File: src/rtl/axi_stream_merge_channel.sv
// Rejoins a "first" packet and a following "end" packet into one AXI-Stream packet.
// One registered output stage (1-cycle latency); first-segment length is checked against merge_len.
module axi_stream_merge_channel #(
  parameter int DSIZE = 8,
  parameter int KSIZE = (DSIZE / 8 > 0) ? DSIZE / 8 : 1,
  parameter int USIZE = 1
) (
  input  logic             aclk,
  input  logic             aresetn,
  input  logic [15:0]      merge_len,
  input  logic [DSIZE-1:0] first_axis_tdata,
  input  logic [KSIZE-1:0] first_axis_tkeep,
  input  logic [USIZE-1:0] first_axis_tuser,
  input  logic             first_axis_tlast,
  input  logic             first_axis_tvalid,
  output logic             first_axis_tready,
  input  logic [DSIZE-1:0] end_axis_tdata,
  input  logic [KSIZE-1:0] end_axis_tkeep,
  input  logic [USIZE-1:0] end_axis_tuser,
  input  logic             end_axis_tlast,
  input  logic             end_axis_tvalid,
  output logic             end_axis_tready,
  output logic [DSIZE-1:0] out_axis_tdata,
  output logic [KSIZE-1:0] out_axis_tkeep,
  output logic [USIZE-1:0] out_axis_tuser,
  output logic             out_axis_tlast,
  output logic             out_axis_tvalid,
  input  logic             out_axis_tready,
  output logic             len_err
);

  typedef enum logic {S_FIRST = 1'b0, S_END = 1'b1} state_t;

  state_t           state_q;
  logic [DSIZE-1:0] tdata_q;
  logic [KSIZE-1:0] tkeep_q;
  logic [USIZE-1:0] tuser_q;
  logic             tlast_q;
  logic             tvalid_q;
  logic             len_err_q;
  logic [15:0]      cnt_q;
  logic [15:0]      cnt_d;
  logic             load;
  logic             first_acc;
  logic             end_acc;
  logic             len_bad;

  assign load              = !tvalid_q || out_axis_tready;
  assign first_axis_tready = aresetn && (state_q == S_FIRST) && load;
  assign end_axis_tready   = aresetn && (state_q == S_END) && load;
  assign first_acc         = first_axis_tvalid && first_axis_tready;
  assign end_acc           = end_axis_tvalid && end_axis_tready;

  always_comb begin
    cnt_d = cnt_q;
    if (first_acc) begin
      if (first_axis_tlast) begin
        cnt_d = 16'd0;
      end else if (cnt_q != 16'hFFFF) begin
        cnt_d = cnt_q + 16'd1;
      end
    end
  end

  // 17-bit compare so a saturated count can never alias to a small merge_len
  assign len_bad = (merge_len != 16'd0) &&
                   (({1'b0, cnt_q} + 17'd1) != {1'b0, merge_len});

  always_ff @(posedge aclk) begin
    if (!aresetn) begin
      state_q   <= S_FIRST;
      tdata_q   <= '0;
      tkeep_q   <= '0;
      tuser_q   <= '0;
      tlast_q   <= 1'b0;
      tvalid_q  <= 1'b0;
      len_err_q <= 1'b0;
      cnt_q     <= 16'd0;
    end else begin
      cnt_q     <= cnt_d;
      len_err_q <= first_acc && first_axis_tlast && len_bad;
      if (load) begin
        if (state_q == S_FIRST) begin
          tvalid_q <= first_acc;
          if (first_acc) begin
            tdata_q <= first_axis_tdata;
            tkeep_q <= first_axis_tkeep;
            tuser_q <= first_axis_tuser;
            tlast_q <= 1'b0;
          end
        end else begin
          tvalid_q <= end_acc;
          if (end_acc) begin
            tdata_q <= end_axis_tdata;
            tkeep_q <= end_axis_tkeep;
            tuser_q <= end_axis_tuser;
            tlast_q <= end_axis_tlast;
          end
        end
      end
      case (state_q)
        S_FIRST: if (first_acc && first_axis_tlast) state_q <= S_END;
        S_END:   if (end_acc && end_axis_tlast) state_q <= S_FIRST;
        default: state_q <= S_FIRST;
      endcase
    end
  end

  assign out_axis_tdata  = tdata_q;
  assign out_axis_tkeep  = tkeep_q;
  assign out_axis_tuser  = tuser_q;
  assign out_axis_tlast  = tlast_q;
  assign out_axis_tvalid = tvalid_q;
  assign len_err         = len_err_q;

endmodule

File: config.mk
export PLATFORM = sky130hd
export DESIGN_NAME = axi_stream_merge_channel
export DESIGN_NICKNAME = d
export VERILOG_FILES = /design/src/rtl/axi_stream_merge_channel.sv
export SDC_FILE = /design/constraint.sdc
export NUM_CORES = 1
export LEC_CHECK = 0
export CAP_MARGIN = 10
export CORE_ASPECT_RATIO = 0.6
export CORE_MARGIN = 5
export CORE_UTILIZATION = 47
export CTS_CLUSTER_DIAMETER = 120
export DETAILED_ROUTE_END_ITERATION = 10
export GPL_ROUTABILITY_DRIVEN = 0
export HOLD_SLACK_MARGIN = 0.02
export PLACE_DENSITY = 0.8
export SYNTH_ARGS = -nofsm -noshare
export SYNTH_HDL_FRONTEND = slang
export SYNTH_SLANG_ARGS = --single-unit
export TNS_END_PERCENT = 1
File: constraint.sdc
create_clock -name aclk -period 2.5 [get_ports aclk]
set_clock_uncertainty 0.05 [all_clocks]
set_input_delay 0.5 -clock aclk [delete_from_list [all_inputs] [get_ports aclk]]
set_output_delay 0.5 -clock aclk [all_outputs]
set_load 0.05 [all_outputs]
==> impl_metrics.csv <==
group,metric,value,unit
layout,final_util,0.711,
setup_path,cp.buffers_inverters,0,
yosys,syn_avg_cell_area,7.94,sq um
yosys,synthesis.nets,284,
setup_path,r2r_start,"cnt_q[0]",
yosys,syn_inst,240,
grt,grt_util_met3,0.0596,
clock_tree,ctsRootBufferMaster,"clkbuf_8",
layout,antenna_cells,0,
setup_path,r2r_end,"cnt_q[11]",
yosys,synth_edf_count,0,
setup_path,path_class,"flop to flop",
setup_path,cp_top_family,"simple AND/OR/NAND/NOR gates",
yosys,synthesis.area,1910,sq um
floorplan,rows,17,
grt,grt_pass1_wl,9.27,mm
drt,drt_wl_total,5.75,mm
setup_path,r2r_slack,210,ps
drt,ant_nets,0,
yosys,synth.area.top_cells,"dfxtp_1 32%, a21oi_1 6.8%, nor2_1 6.7%",
setup_path,crit_chain,"ha_1 > and4_4 > and3_4 > a311o_2 > or4_1 > a31oi_1",
drt,routed_via_density,5.97,
floorplan,core_area,3790,sq um
layout,layout-drive-gt1-share,0.109,
setup_path,reg2reg_depth,6,
setup_path,crit_arrival,2450,ps
timing,relSlewSlack,0.651,
pwr,irDropWorstVdd,0.413,mV
grt,track_usage,0.213,
layout,multi_input_area,1210,sq um
clock_tree,insertion_delay,280,ps
setup_path,required,2660,ps
yosys,yosysSeqAreaShare,0.315,
setup_path,startpoint_type,"flop",
yosys,synth_seq_cells,30,
worst_hold_path,hold_path_class,"flop to flop",
setup_path,cp.depth,6,
timing,hold_viol_final,0,
timing,setup_viol,0,
yosys,yosys.area.top_type,"dfxtp_1",
worst_hold_path,hp-start,"out_axis_tlast",
clock_tree,clkSinkCount,30,
drt,route.detailed.drc,0,
place,io_buffer_count,57,
pwr,p_leak,0.945,nW
layout,stdcell_count,350,
place,dp_cells,342,
grt,gr-total-overflow,0,
job,max-cap-violations,0,
setup_path,crit_path_max_incr_delay,470,ps
timing,rsz0062_at_grt,"false",
grt,grt_max_degree,23,
layout,area_growth,41.3,%
clock_tree,cts.clk_slew.worst_paths,70,ps
clock_tree,cts-buffers-inserted,5,
grt,antenna_found_initial,0,
yosys,synthTopCellsByCount,"34 x nor2_1, 30 x dfxtp_1, 26 x a21oi_1, 12 x a211oi_1",
grt,use_met1,0.308,
drt,routed_wire_length_per_instance,16.4,um
clock_tree,post_cts.repair.setup_buffers,0,
drt,vias,2091,
setup_path,crit_path_end,"cnt_q[11]",
pwr,power_density,469,nW/um^2
layout,seq_area,601,sq um
layout,nNetsFinal,346,
yosys,synth_most_common_cell,"nor2_1",
clock_tree,cts_tree,"yes",
grt,grt_pass1_vias,1876,
yosys,synth_top_area_share,0.315,
floorplan,die_h,59.3,um
drt,drt_iter0_drc,119,
timing,worstMarginPinSlew,522,ps
grt,top_usage_layer,"met2",
status,run_status,"finished clean",
timing,fin_crit_sh,0.917,
yosys,synth-async-reset-ratio,0,
setup_path,critPathLaunch,"cnt_q[0]",
yosys,ys_warn_count,0,
timing,fin_crit,2290,ps
floorplan,dieArea,5470,sq um
place,hpwl,4.32,mm
clock_tree,clockBufferDepth,2,
floorplan,start_util,0.503,
drt,first_pass_iters,6,
setup_path,cp-end-kind,"flop",
timing,final_max_slew_viol_count,0,
grt,grt_use_met2,0.314,
layout,fillCellCount,323,
floorplan,die_w,92.2,um
timing,fmax,436,MHz
yosys,yosys_most_used_dff,"dfxtp_1",
timing,setup_tns,0,ps
clock_tree,htreeDepth,2,
setup_path,critPathSlowestCell,"a311o_2",
yosys,ys_types,46,
setup_path,path_max_fanout,11,
floorplan,ios,58,
## per-stage QoR
stage | hold WS (ps) | power [mW] | setup slack (ps) | area, sq um
after CTS | 438 | 1.26 | 125 | 2690
final | 438 | 1.26 | 208 | 2690
after floorplan | 409 | 0.668 | 383 | 1910
after detailed placement | 423 | 0.811 | 51.3 | 2580
after global placement | 416 | 0.806 | 117 | 2580
after global routing | 462 | 1.32 | 119 | 2690
## worst reg2reg max path, delay by kind of cell, from the launching register on
kind / cells / cell delay, ps
adders and majority gates: 1 / 290
AOI/OAI and AO/OA: 2 / 640
DFF: 1 / 360
and+or+nand+nor: 3 / 890
## cell families after synthesis
family	Yosys count	share of synthesized area
simple gates	88	0.240
mux	11	0.0584
compound gates	68	0.228
buf+inv	20	0.0499
fa+ha+maj	2	0.0118
xor+xnor	21	0.0965
flops	30	0.315
## state kept, by name (all words and copies together), names as in the netlist
signal	flops
cnt_q	16
out_axis_tdata	8
len_err	1
out_axis_tkeep	1
out_axis_tlast	1
out_axis_tuser	1
out_axis_tvalid	1
state_q	1
## per-layer routing
metal / vias to the layer above / wire length (um)
li1: 1012 / -
met1: 966 / 2600
met2: 104 / 2490
met3: 9 / 591
met4: 0 / 74
met5: - / 0
## power breakdown
| part | switching [mW] | internal (mW) | total, mW |
|---|---|---|---|
| Sequential | 0.00881 | 0.495 | 0.504 |
| Combinational | 0.158 | 0.141 | 0.299 |
| Clock | 0.181 | 0.278 | 0.459 |
| Total | 0.348 | 0.914 | 1.26 |
## what timing repair did
| item | CTS | global route |
|---|---|---|
| endpoints found under the setup margin | 0 | 2 |
| resized for setup | 0 | 2 |
| hold buffers | 0 | 0 |
## placed cells by master (no fill, tap or decap), types with 2 or more instances in the layout
cell type        instances
nand4_1                  5
a211oi_1                12
xor2_1                  11
mux2i_1                 10
or3_1                    4
a21o_1                   2
nand3_1                  8
nor2_1                  34
dfxtp_1                 30
buf_4                   14
xnor2_1                 10
nor4_1                   5
clkbuf_8                 8
and3_1                   2
o211ai_1                 2
nor3b_1                  2
or4_1                    2
a22oi_1                  2
and4_4                   2
nand3b_1                 4
nor3_1                   3
a21oi_1                 26
o31ai_1                  2
a31oi_1                  4
buf_12                   2
nand4b_1                 2
inv_1                    3
o21ai_0                 10
nand2_1                 11
clkdlybuf4s50_1         55
## final cells by class
| cell class | count | share of cell area |
|---|---|---|
| well taps | 47 | 0.0218 |
| repair buffers | 71 | 0.258 |
| flip-flops and latches | 30 | 0.223 |
| clock buffers | 8 | 0.0409 |
| multi-input cells | 190 | 0.450 |
| inverters | 4 | 0.00558 |
## how the worst min path moves through the flow
stage | slack, ps | depth (start not counted) | to
after global routing | 460 | 2 | out_axis_tlast
after global placement | 420 | 2 | out_axis_tlast
after floorplan | 410 | 1 | cnt_q[4]
after detailed placement | 420 | 2 | out_axis_tlast
after CTS | 440 | 2 | out_axis_tlast
final | 440 | 2 | out_axis_tlast
Power figures use the tool's default switching activity.
==> patch: new RTL, same settings <==
The parameter `DSIZE` goes from 8 to 32.
--- a/src/rtl/axi_stream_merge_channel.sv
+++ b/src/rtl/axi_stream_merge_channel.sv
@@ -2,5 +2,5 @@
 // One registered output stage (1-cycle latency); first-segment length is checked against merge_len.
 module axi_stream_merge_channel #(
-  parameter int DSIZE = 8,
+  parameter int DSIZE = 32,
   parameter int KSIZE = (DSIZE / 8 > 0) ? DSIZE / 8 : 1,
   parameter int USIZE = 1
Interface: changed (6 resized); port bits go from 58 to 139. No check against the original RTL was run, so the function may have changed too.
==> patch against the original RTL <==
  * Setup slack got worse by 0.025 ns
  * Combinational power rose by 130%
  * Die area rose by 61%
  * Power increased by 140%
  * Area after synthesis up 72%
  * Sequential cell count grew 27
  * Cell area up 90%
  * Hold slack better by 0.0037 ns
  * Routed wire length up 83%
  * First-iteration DRC count is 110% higher
  * Via count grew 64%
==> patch: results (changes against the original RTL) <==
Drt
  – WL per Instance: 17.7 um (+7.8%)
  – Initial detailed-routing violation count: 245 (+110%)
  – Vias: 3,419 (+64%)
  – DR pass1 iterations: 5 (-1)

Cells and area
  – Layout cells sized above 1: 9.09% (-1.8 points)
  – Antenna diodes: 0 (unchanged)
  – # nets final: 599 (+73%)
  – Max reg flops: 32 (+16)
  – Non-Filler Instances: 593 (+69%)

Synth
  – Most frequent cells after synthesis: dfxtp_1 (57), nand2_1 (50), mux2i_1 (38)
  – Area contributors post-synth: dfxtp_1 (35%), mux2i_1 (12%), o211a_1 (11%)
  – Gate Count Post-Synth: 368 (+53%)
  – Synth cell types: 50 (+8.7%)
  – Mux contribution to synthesized area: 11.6% (+5.8 points)
  – Sequential share of the synthesized area: 34.9% (+3.4 points)
  – Warnings, synthesis: 0 (unchanged)
  – Compound-Gate Fraction of Synth Area: 22.9% (+0.027 points)
  – Xor/xnor share of the synthesized area: 4.82% (-4.8 points)
  – Post-Synth Adder-Cell Area: 0.383% (-0.80 points)
  – Syn_nets: 466 (+64%)

Setup path
  – WP data arrival: 2.46 ns
  – Critical Path Slowest Stage Cell: dfxtp_1
  – Worst r2r src: cnt_q[1]$_SDFFE_PN0P_
  – Reg2Reg Depth: 7 (+1)
  – CP peak stage delay: 0.44 ns (-0.03 ns)
  – R2r setup slk: 0.18 ns (-0.03 ns)
  – Reg2reg end: len_err$_SDFF_PN0_
  – Worst Path Max Fanout: 8 (-3)

Hold path
  – Min-Delay Path Class: register to register
  – Hold path depth: 1 (-1)
  – Hold path startpoint: out_axis_tdata[13]$_SDFFE_PN0P_
  – WHS Endpoint: out_axis_tdata[13]$_SDFFE_PN0P_

Global routing
  – GRT Total Usage: 23.4% (+2.1 points)
  – Largest net degree at the start of global routing: 75 (+230%)
  – Initial antenna violation count: 0 (unchanged)
  – First-pass GRT wire length: 16,400 um (+77%)
  – Vias in the first global route: 3,184 (+70%)

Clocking
  – CTS Buffer Depth: 2 (unchanged)
  – Total CTS buffers: 9 (+4)
  – Clock slew at reported path FFs: 0.05 ns (-0.02 ns)
  – H-tree Lvls: 3 (+1)
  – Clock Latency Late Sink: 0.33 ns (+0.05 ns)
  – CTS root buffer: clkbuf_16
  – PostCTS Resize Cnt: 0 (unchanged)
  – Setup Buffers After CTS: 0 (unchanged)

Place
  – Dpl hpwl: 8000 um (+85%)
  – Buffers on Ports: 138 (+140%)
  – Inst Count DP: 577 (+69%)

Timing
  – Worst slew pin tran: 0.571 ns (+0.0488 ns)
  – Final Hold Vio Count: 0 (unchanged)
  – Hold_ws: 0.442 ns (+0.00370 ns)

Power
  – VDD IR max: 0.000486 V (+18%)
  – Static leakage: 2.18 nW (+130%)

Outcome
  – Status: finished clean
-- patch: layout make-up --
cell class,count,area (um^2)
fill,474,1580
clock inverter,5,77.6
sequential,57,1140
inverter,1,3.75
tap,87,109
timing repair buffer,154,1540
multi-input combinational,278,2000
clock buffer,11,253
-- patch: worst max path at each step --
stage | start | to | slack, ns | cells after the start
global route | cnt_q[1]$_SDFFE_PN0P_ | len_err$_SDFF_PN0_ | 0.06 | 7
CTS | cnt_q[1]$_SDFFE_PN0P_ | cnt_q[11]$_SDFFE_PN0P_ | 0.14 | 8
global placement | merge_len[11] | len_err$_SDFF_PN0_ | 0.16 | 5
floorplan | out_axis_tvalid$_SDFFE_PN0P_ | out_axis_tdata[0]$_SDFFE_PN0P_ | 0.20 | 8
detailed placement | merge_len[11] | len_err$_SDFF_PN0_ | 0.13 | 5
finish | cnt_q[1]$_SDFFE_PN0P_ | len_err$_SDFF_PN0_ | 0.18 | 7
-- patch: power by group --
part / switching, mW / leakage, nW / internal (mW)
sequential: 0.0280 / 0.467 / 0.964
combinational: 0.373 / 1.55 / 0.327
clock: 0.415 / 0.162 / 0.921
total: 0.817 / 2.18 / 2.21
-- patch: kinds of logic (layout without fill, tap and decap cells) --
logic type / Yosys count / in the layout
AND/OR/NAND/NOR: 127 / 127
AO/OA/AOI/OAI: 94 / 94
adder cells (fa/ha/maj): 1 / 1
XOR/XNOR: 18 / 18
flip-flops: 57 / 57
buffers and inverters: 33 / 171
multiplexers: 38 / 38
-- patch: metrics by stage --
| stage | instance area, um^2 | worst slack (ns) | util, % |
|---|---|---|---|
| global route | 5120 | 0.0597 | 76.4 |
| CTS | 5120 | 0.135 | 76.3 |
| global placement | 4790 | 0.164 | 71.4 |
| finish | 5120 | 0.182 | 76.4 |
| floorplan | 3270 | 0.199 | - |
| detailed placement | 4790 | 0.135 | 71.4 |
-- patch: layer usage --
metal  share of wire (%)  global-route usage (%)
met5                   0                       0
met4                0.94                    5.34
met3                  10                    9.91
met2                  47                    37.0
met1                  42                    30.3
-- patch: critical path, delay by kind of cell (launching register included) --
kind	cells	cell delay [ns]
adders and majority gates	1	0.30
and+or+nand+nor	4	1.05
AOI/OAI and AO/OA	1	0.16
DFF	1	0.44
xor gates and xnor gates	1	0.18
